File: src/rtl/vga_sync_gen.sv
// vga_sync_gen: VGA raster timing (counters, active-low syncs, display enable) driven by a clock-enable pixel divider.
// Optional macro VGA_SYNC_FRAME_CNT_EN adds a 16-bit frame_count output.
module vga_sync_gen #(
    parameter int H_DISPLAY = 640,
    parameter int H_FRONT   = 16,
    parameter int H_SYNC    = 96,
    parameter int H_BACK    = 48,
    parameter int V_DISPLAY = 480,
    parameter int V_FRONT   = 10,
    parameter int V_SYNC    = 2,
    parameter int V_BACK    = 33,
    parameter int CLK_DIV   = 4
) (
    input  logic        clk,
    input  logic        reset,
    output logic        p_tick,
    output logic [9:0]  x,
    output logic [9:0]  y,
    output logic        hsync,
    output logic        vsync,
    output logic        video_on,
    output logic        frame_start
`ifdef VGA_SYNC_FRAME_CNT_EN
    ,
    output logic [15:0] frame_count
`endif
);
    localparam int DW = CLK_DIV > 1 ? $clog2(CLK_DIV) : 1;
    localparam logic [DW-1:0] DIV_MAX = DW'(CLK_DIV - 1);
    localparam logic [9:0] H_MAX    = 10'(H_DISPLAY + H_FRONT + H_SYNC + H_BACK - 1);
    localparam logic [9:0] V_MAX    = 10'(V_DISPLAY + V_FRONT + V_SYNC + V_BACK - 1);
    localparam logic [9:0] H_VIS    = 10'(H_DISPLAY);
    localparam logic [9:0] V_VIS    = 10'(V_DISPLAY);
    localparam logic [9:0] HS_START = 10'(H_DISPLAY + H_FRONT);
    localparam logic [9:0] HS_END   = 10'(H_DISPLAY + H_FRONT + H_SYNC);
    localparam logic [9:0] VS_START = 10'(V_DISPLAY + V_FRONT);
    localparam logic [9:0] VS_END   = 10'(V_DISPLAY + V_FRONT + V_SYNC);

    logic [DW-1:0] div_q, div_d;
    logic [9:0]    x_q, x_d, y_q, y_d;
    logic          hsync_q, vsync_q, video_on_q, frame_start_q;
    logic          line_end, frame_end;

    assign p_tick      = div_q == DIV_MAX;
    assign x           = x_q;
    assign y           = y_q;
    assign hsync       = hsync_q;
    assign vsync       = vsync_q;
    assign video_on    = video_on_q;
    assign frame_start = frame_start_q;

    // Next-state: divider wraps every pixel, x advances on p_tick, y advances when x wraps
    always_comb begin
        line_end  = p_tick && x_q == H_MAX;
        frame_end = line_end && y_q == V_MAX;
        div_d     = p_tick ? '0 : div_q + 1'b1;
        x_d       = line_end ? '0 : p_tick ? x_q + 10'd1 : x_q;
        y_d       = frame_end ? '0 : line_end ? y_q + 10'd1 : y_q;
    end

    // State registers; decodes use next-state counts so they line up with x/y in the same cycle
    always_ff @(posedge clk) begin
        if (reset) begin
            div_q         <= '0;
            x_q           <= '0;
            y_q           <= '0;
            hsync_q       <= 1'b1;
            vsync_q       <= 1'b1;
            video_on_q    <= 1'b1;
            frame_start_q <= 1'b0;
        end else begin
            div_q         <= div_d;
            x_q           <= x_d;
            y_q           <= y_d;
            hsync_q       <= !(x_d >= HS_START && x_d < HS_END);
            vsync_q       <= !(y_d >= VS_START && y_d < VS_END);
            video_on_q    <= x_d < H_VIS && y_d < V_VIS;
            frame_start_q <= frame_end;
        end
    end

`ifdef VGA_SYNC_FRAME_CNT_EN
    logic [15:0] frame_count_q;

    assign frame_count = frame_count_q;

    // Frame counter steps on the same edge that raises frame_start, wrapping naturally at 16 bits
    always_ff @(posedge clk) begin
        if (reset) frame_count_q <= '0;
        else if (frame_end) frame_count_q <= frame_count_q + 16'd1;
    end
`endif
endmodule

File: config.mk
export PLATFORM = sky130hd
export DESIGN_NAME = vga_sync_gen
export DESIGN_NICKNAME = d
export VERILOG_FILES = /design/src/rtl/vga_sync_gen.sv
export SDC_FILE = /design/constraint.sdc
export NUM_CORES = 1
export LEC_CHECK = 0
export ABC_AREA = 1
export BUFFER_PORTS_ARGS = -buffer_cell sky130_fd_sc_hd__buf_2
export CAP_MARGIN = 40
export CORE_UTILIZATION = 31
export DETAILED_ROUTE_END_ITERATION = 10
export GPL_ROUTABILITY_DRIVEN = 0
export HOLD_SLACK_MARGIN = 0.03
export PLACE_DENSITY = 0.49
export SETUP_SLACK_MARGIN = 0.4
export SYNTH_ARGS = -nofsm -noshare
export SYNTH_HDL_FRONTEND = slang
export SYNTH_SLANG_ARGS = --single-unit
export TNS_END_PERCENT = 20
File: constraint.sdc
create_clock -name clk -period 2.7 [get_ports clk]
set_input_delay 0.54 -clock clk [delete_from_list [all_inputs] [get_ports clk]]
set_output_delay 0.54 -clock clk [all_outputs]
set_load 0.005 [all_outputs]
==> impl_metrics.ini, run 1 <==
[status]
status = finished with violations
violations = design-rule violations

[clock_tree]
root_buffer = clkbuf_8
cts_resized = 0
postCtsSetupBuffers = 0
cts_tree = done
cts.sinks = 26
htree_levels = 1
clkTransAtPathRegs_ns = 0.09
clk_path_buf_depth = 2
postCtsHoldBufs = 0
clkLatencyLatePin_ns = 0.27
cts_made_buffers = 3

[placement]
hpwl_um = 2644
place.port_buffers = 26
place_ws_ns = 0.8050

[logic_synthesis]
syn_inst = 223
synthesis.nets = 229
synth-seq-cells = 26
avgSynthCellArea_sq_um = 6.537
ys_types = 27
yosysWarnings = 0
ys_seq_area_share_pct = 35.71
synthesis.area_sq_um = 1458

[min_path]
min_from = div_q[0]
hold_class = reg -> reg

[critical_path]
crit_arrival_ns = 2.12
reg2regPathDepth = 10
endpoint = video_on
startpoint_type = flip-flop
rrSetupSlack_ns = 0.76
cp.required_ns = 2.87
critPathCaptureType = flip-flop
crit_start = div_q[0]
r2r_end = video_on
cp_max_fo = 11
path_class = reg -> reg
reg2reg_from = div_q[0]

[sta]
rsz0062_at_grt = false
fin_setup_tns_ns = 0
max_freq_mhz = 514.4
setup_ws_ns = 0.7560
report.final.slew_viol_count = 0
worstMarginPinSlew_ns = 0.3975
hold_viol_final = 0
slew_headroom_pct = 73.50
clock_skew_ns = 0.004910
fin_crit_sh_pct = 72.00
fin_crit_ns = 1.944
finalSetupViolCount = 0

[route]
drt-vias-per-instance = 4.546
drt_wl_total_um = 3408
drt_iter0_markers = 97
wl_per_cell_um = 11.28
dr_total_vias = 1373
drc_errors = 8
drt_pass1_iterations = 7
drtAntennaViolNets = 0

[global_routing]
grt.total_usage_pct = 14.71
grt_pass1_wl_um = 5809
grt.overflow.total = 0
grt_antenna_before_repair = 0
grt_max_degree = 18
grt_pass1_vias = 1237

[final_layout]
utilization_pct = 38.01
layout.nets = 257
diodes = 0
synthToLayoutAreaGrowth_pct = 15.88
drive_above_1_share_pct = 18.40

[floorplanning]
chipWidth_um = 70.57
dieArea_sq_um = 4980
initial_core_util_pct = 32.80
die_h_um = 70.57
ioPinCount = 27
core_sq_um = 4444
rows = 24

[power]
peakVddDrop_mv = 0.1568
total_power_uw = 669.0
leakagePower_uw = 0.0008306
p_per_area_nw_per_um2 = 396.1

[run]
maxCapViolCount = 0
==> worst min-delay path by stage <==
stage                    end  slack [ns]  cells after the start
finish              div_q[0]        0.43                      1
global route        div_q[0]        0.44                      1
CTS                 div_q[0]        0.44                      1
detailed placement  div_q[0]        0.42                      1
global placement    div_q[0]        0.42                      1
floorplan           div_q[0]        0.40                      1
==> per-layer routing <==
layer | global-route usage, % | share of wire, % | wire length, um | vias to the layer above
met5 | 0 | 0 | 0 | -
met4 | 5.333 | 1.4 | 47 | 0
met3 | 2.422 | 3.8 | 128 | 5
met1 | 21.91 | 54 | 1829 | 593
met2 | 21.36 | 41 | 1402 | 23
li1 | - | - | - | 752
==> report_power, final <==
group | internal, uW | switching (uW)
registers | 388 | 2.60
logic | 7.60 | 13.9
clock network | 131 | 126
total | 526 | 143
==> metrics by stage <==
step | cell area, sq um | cells | hold WS (ns)
finish | 1689 | 302 | 0.4311
global placement | 1634 | 298 | 0.4197
floorplan | 1458 | 223 | 0.4043
CTS | 1689 | 302 | 0.4367
detailed placement | 1634 | 298 | 0.4224
global route | 1689 | 302 | 0.4437
==> sequential cells by signal (all words and copies together), names as in the netlist <==
register / flops
vsync: 1
hsync: 1
frame_start: 1
y: 10
div_q: 2
x: 10
video_on: 1
==> cell usage in the layout (no fill, tap or decap) <==
master / instances
o21ai_0: 3
inv_2: 3
a21oi_2: 1
and3_4: 1
o21ai_1: 1
nor2_1: 29
xnor2_1: 1
nor3_2: 1
ha_1: 4
nor3b_1: 2
nand2_2: 2
nor2_4: 1
nand3b_1: 2
nand4_2: 1
dfxtp_1: 26
nor2_2: 5
nand2_1: 65
nand3_2: 1
nand4_1: 6
a21boi_0: 1
a21oi_1: 5
clkbuf_8: 4
xor2_1: 3
buf_2: 26
nor3_1: 7
inv_1: 31
nand3_1: 18
==> final cells by class <==
class | count | area [sq um]
inverters | 34 | 127.6
clock buffers | 4 | 55.05
well taps | 52 | 65.06
flip-flops and latches | 26 | 520.5
multi-input cells | 160 | 790.8
repair buffers | 26 | 130.1
fillers | 503 | 2755
==> worst max-delay path: stages, from the launching register on <==
cell	delay, ns
dfxtp_1	0.34
ha_1	0.40
nand3_1	0.22
inv_2	0.17
nand2_1	0.11
o21ai_0	0.17
nand3_1	0.15
nand2_1	0.09
nand2_1	0.06
nand3_1	0.08
nand2_1	0.05
==> kinds of logic after synthesis <==
logic type	after synthesis	synth area share [%]
adder cells (fa/ha/maj)	4	3.434
flip-flops	26	35.71
buffers and inverters	37	10.04
XOR/XNOR	4	2.404
AO/OA/AOI/OAI	11	4.205
AND/OR/NAND/NOR	141	44.20
==> synthesized netlist by cell type <==
master,count,area (sq um)
nor2_1,29,108.9
nor3_2,1,10.01
ha_1,4,50.05
nand3_1,18,90.09
o21ai_1,1,5.000
nor3b_1,2,15.01
xor2_1,3,26.28
inv_2,3,11.26
nor3_1,7,35.03
a21oi_2,1,8.760
a21oi_1,5,25.02
nand2_1,65,244.0
xnor2_1,1,8.760
nor2_4,1,11.26
clkbuf_1,2,7.510
nor2_2,5,31.28
nand3b_1,2,15.01
dfxtp_1,26,520.5
buf_6,1,11.26
nand3_2,1,10.01
a21boi_0,1,7.510
inv_1,31,116.4
nand2_2,2,12.51
o21ai_0,3,15.01
nand4_2,1,12.51
nand4_1,6,37.54
and3_4,1,11.26
No activity file was read; power rests on OpenSTA's default activity.
==> run 2, diff against run 1 <==
--- a/config.mk
+++ b/config.mk
@@ -12,7 +12,7 @@
 export DETAILED_ROUTE_END_ITERATION = 10
 export GPL_ROUTABILITY_DRIVEN = 0
 export HOLD_SLACK_MARGIN = 0.03
-export PLACE_DENSITY = 0.49
+export PLACE_DENSITY = 0.5
 export SETUP_SLACK_MARGIN = 0.4
 export SYNTH_ARGS = -nofsm -noshare
 export SYNTH_HDL_FRONTEND = slang
==> constraint.sdc (replaced) <==
create_clock -name clk -period 1.6 [get_ports clk]
set_input_delay 0.32 -clock clk [delete_from_list [all_inputs] [get_ports clk]]
set_output_delay 0.32 -clock clk [all_outputs]
set_load 0.005 [all_outputs]
==> impl_metrics.ini, run 2 (synthesis gave the netlist of run 1 again) <==
[status]
status = finished with violations
violations = design-rule violations

[sta]
max_freq_mhz = 628.8
report.final.slew_viol_count = 0
hold_viol_final = 0
fin_crit_ns = 1.590
finalSetupViolCount = 0
clock_skew_ns = 0.005074
fin_crit_sh_pct = 99.39
slew_headroom_pct = 80.85
worstMarginPinSlew_ns = 0.2851
rsz0062_at_grt = true

[floorplanning]
die_h_um = 70.57
rows = 24
chipWidth_um = 70.57
initial_core_util_pct = 32.80
ioPinCount = 27
core_sq_um = 4444
dieArea_sq_um = 4980

[global_routing]
grt_pass1_vias = 1464
use_met2_pct = 29.02
grt_max_degree = 17
grt_pass1_wl_um = 6748
grtUsageMet3_pct = 3.561
grt.total_usage_pct = 17.09
met1_usage_pct = 22.68
grt_antenna_before_repair = 0
grt.overflow.total = 0
grt_busiest_layer = met2

[clock_tree]
clkTransAtPathRegs_ns = 0.10
clkLatencyLatePin_ns = 0.28
clk_path_buf_depth = 2
htree_levels = 1
root_buffer = clkbuf_8
postCtsHoldBufs = 0
cts_made_buffers = 3
cts.sinks = 26
cts_tree = done

[critical_path]
reg2regPathDepth = 12
r2r_end = vsync
endpoint = vsync
reg2reg_from = x[0]
worst_path_max_delay_cell = dfxtp_4
path_class = reg -> reg
cp_max_fo = 5
crit_cells = 12
crit_arrival_ns = 1.82
cp_top_family = simple AND/OR/NAND/NOR gates
path_buf_inv = 1
cp.required_ns = 1.83
crit_start = x[0]
critPathMaxStageDelay_ns = 0.37
rrSetupSlack_ns = 0.01
startpoint_type = flip-flop
path_cells = ha_4 > nand2_4 > nor2_4 > nand3_2 > nor2_4 > buf_6 > nand2_4 > nand2_2 > nor2_2 > nand3_1 > nor2_1 > nand2_1
critPathCaptureType = flip-flop

[power]
leakagePower_uw = 0.001189
p_per_area_nw_per_um2 = 533.4
peakVddDrop_mv = 0.4713

[final_layout]
multi_input_area_sq_um = 1012
mostFrequentLayoutCell = nand2_1
synthToLayoutAreaGrowth_pct = 64.64
stdcell_count = 340
regArea_sq_um = 571.8
diodes = 0
fillers = 450
drive_above_1_share_pct = 49.65
layout_common_cells = 49 x nand2_1, 29 x buf_6, 25 x inv_1, 24 x nor2_1, 18 x buf_4
final_area_sq_um = 2400
layout.nets = 295

[route]
dr_total_vias = 1585
wl_per_cell_um = 12.27
drt_wl_total_um = 4173
drtAntennaViolNets = 0
drt_pass1_iterations = 7
drt-vias-per-instance = 4.662
drt_iter0_markers = 93
drc_errors = 8

[run]
maxCapViolCount = 0

[min_path]
hold_class = in -> reg

[placement]
hpwl_um = 2949
dpl_cell_area_sq_um = 1878
place.port_buffers = 26
place_inst = 323
## run 2: power by group
part | internal, uW | total [uW] | switching (uW)
Sequential | 641 | 649 | 7.70
Clock | 335 | 563 | 228
Combinational | 32.4 | 67.9 | 35.5
## run 2: stage by stage
step / worst slack [ns] / setup TNS (ns) / utilization [%] / power [uW] / hold slack, ns
final: 0.009737 / 0 / 54.00 / 1280 / 0.3285
after global routing: -0.08481 / -0.1596 / 54.00 / 1328 / 0.3481
after CTS: 0.02901 / 0 / 46.88 / 1307 / 0.3051
after detailed placement: -0.06768 / -0.1265 / 42.26 / 735.7 / 0.4263
after global placement: -0.08266 / -0.1492 / 42.26 / 735.2 / 0.4226
after floorplan: 0.07233 / 0 / - / 713.4 / 0.4125
## run 2: routing by layer
metal	share of wire (%)	routed length (um)
met5	0	0
met4	0.69	29
met3	2.7	114
met2	50	2102
met1	46	1927
## run 2: layout make-up
cell class              count  share of cell area, %
flip-flops and latches     26                  23.83
multi-input cells         160                  42.18
clock buffers               3                  1.721
well taps                  52                  2.711
clock inverters             1                  1.251
repair buffers             64                  22.78
inverters                  34                  5.527
## run 2: worst min path at each step
stage / from / endpoint / slack (ns) / cells past startpoint
detailed placement: div_q[0] / div_q[0] / 0.43 / 1
finish: reset / video_on / 0.33 / 3
CTS: reset / video_on / 0.31 / 3
global route: reset / video_on / 0.35 / 3
floorplan: div_q[0] / div_q[0] / 0.41 / 1
global placement: div_q[0] / div_q[0] / 0.42 / 1
## run 2: timing repair
action,in CTS,in global routing
setup buffers,6,7
gates resized for setup,25,82
pin swaps,14,24
setup endpoints to repair,34,40
## run 2: worst min-delay path, delay by kind of cell
kind	cells	cell delay, ns
buf+inv	2	0.18
simple gates	1	0.08
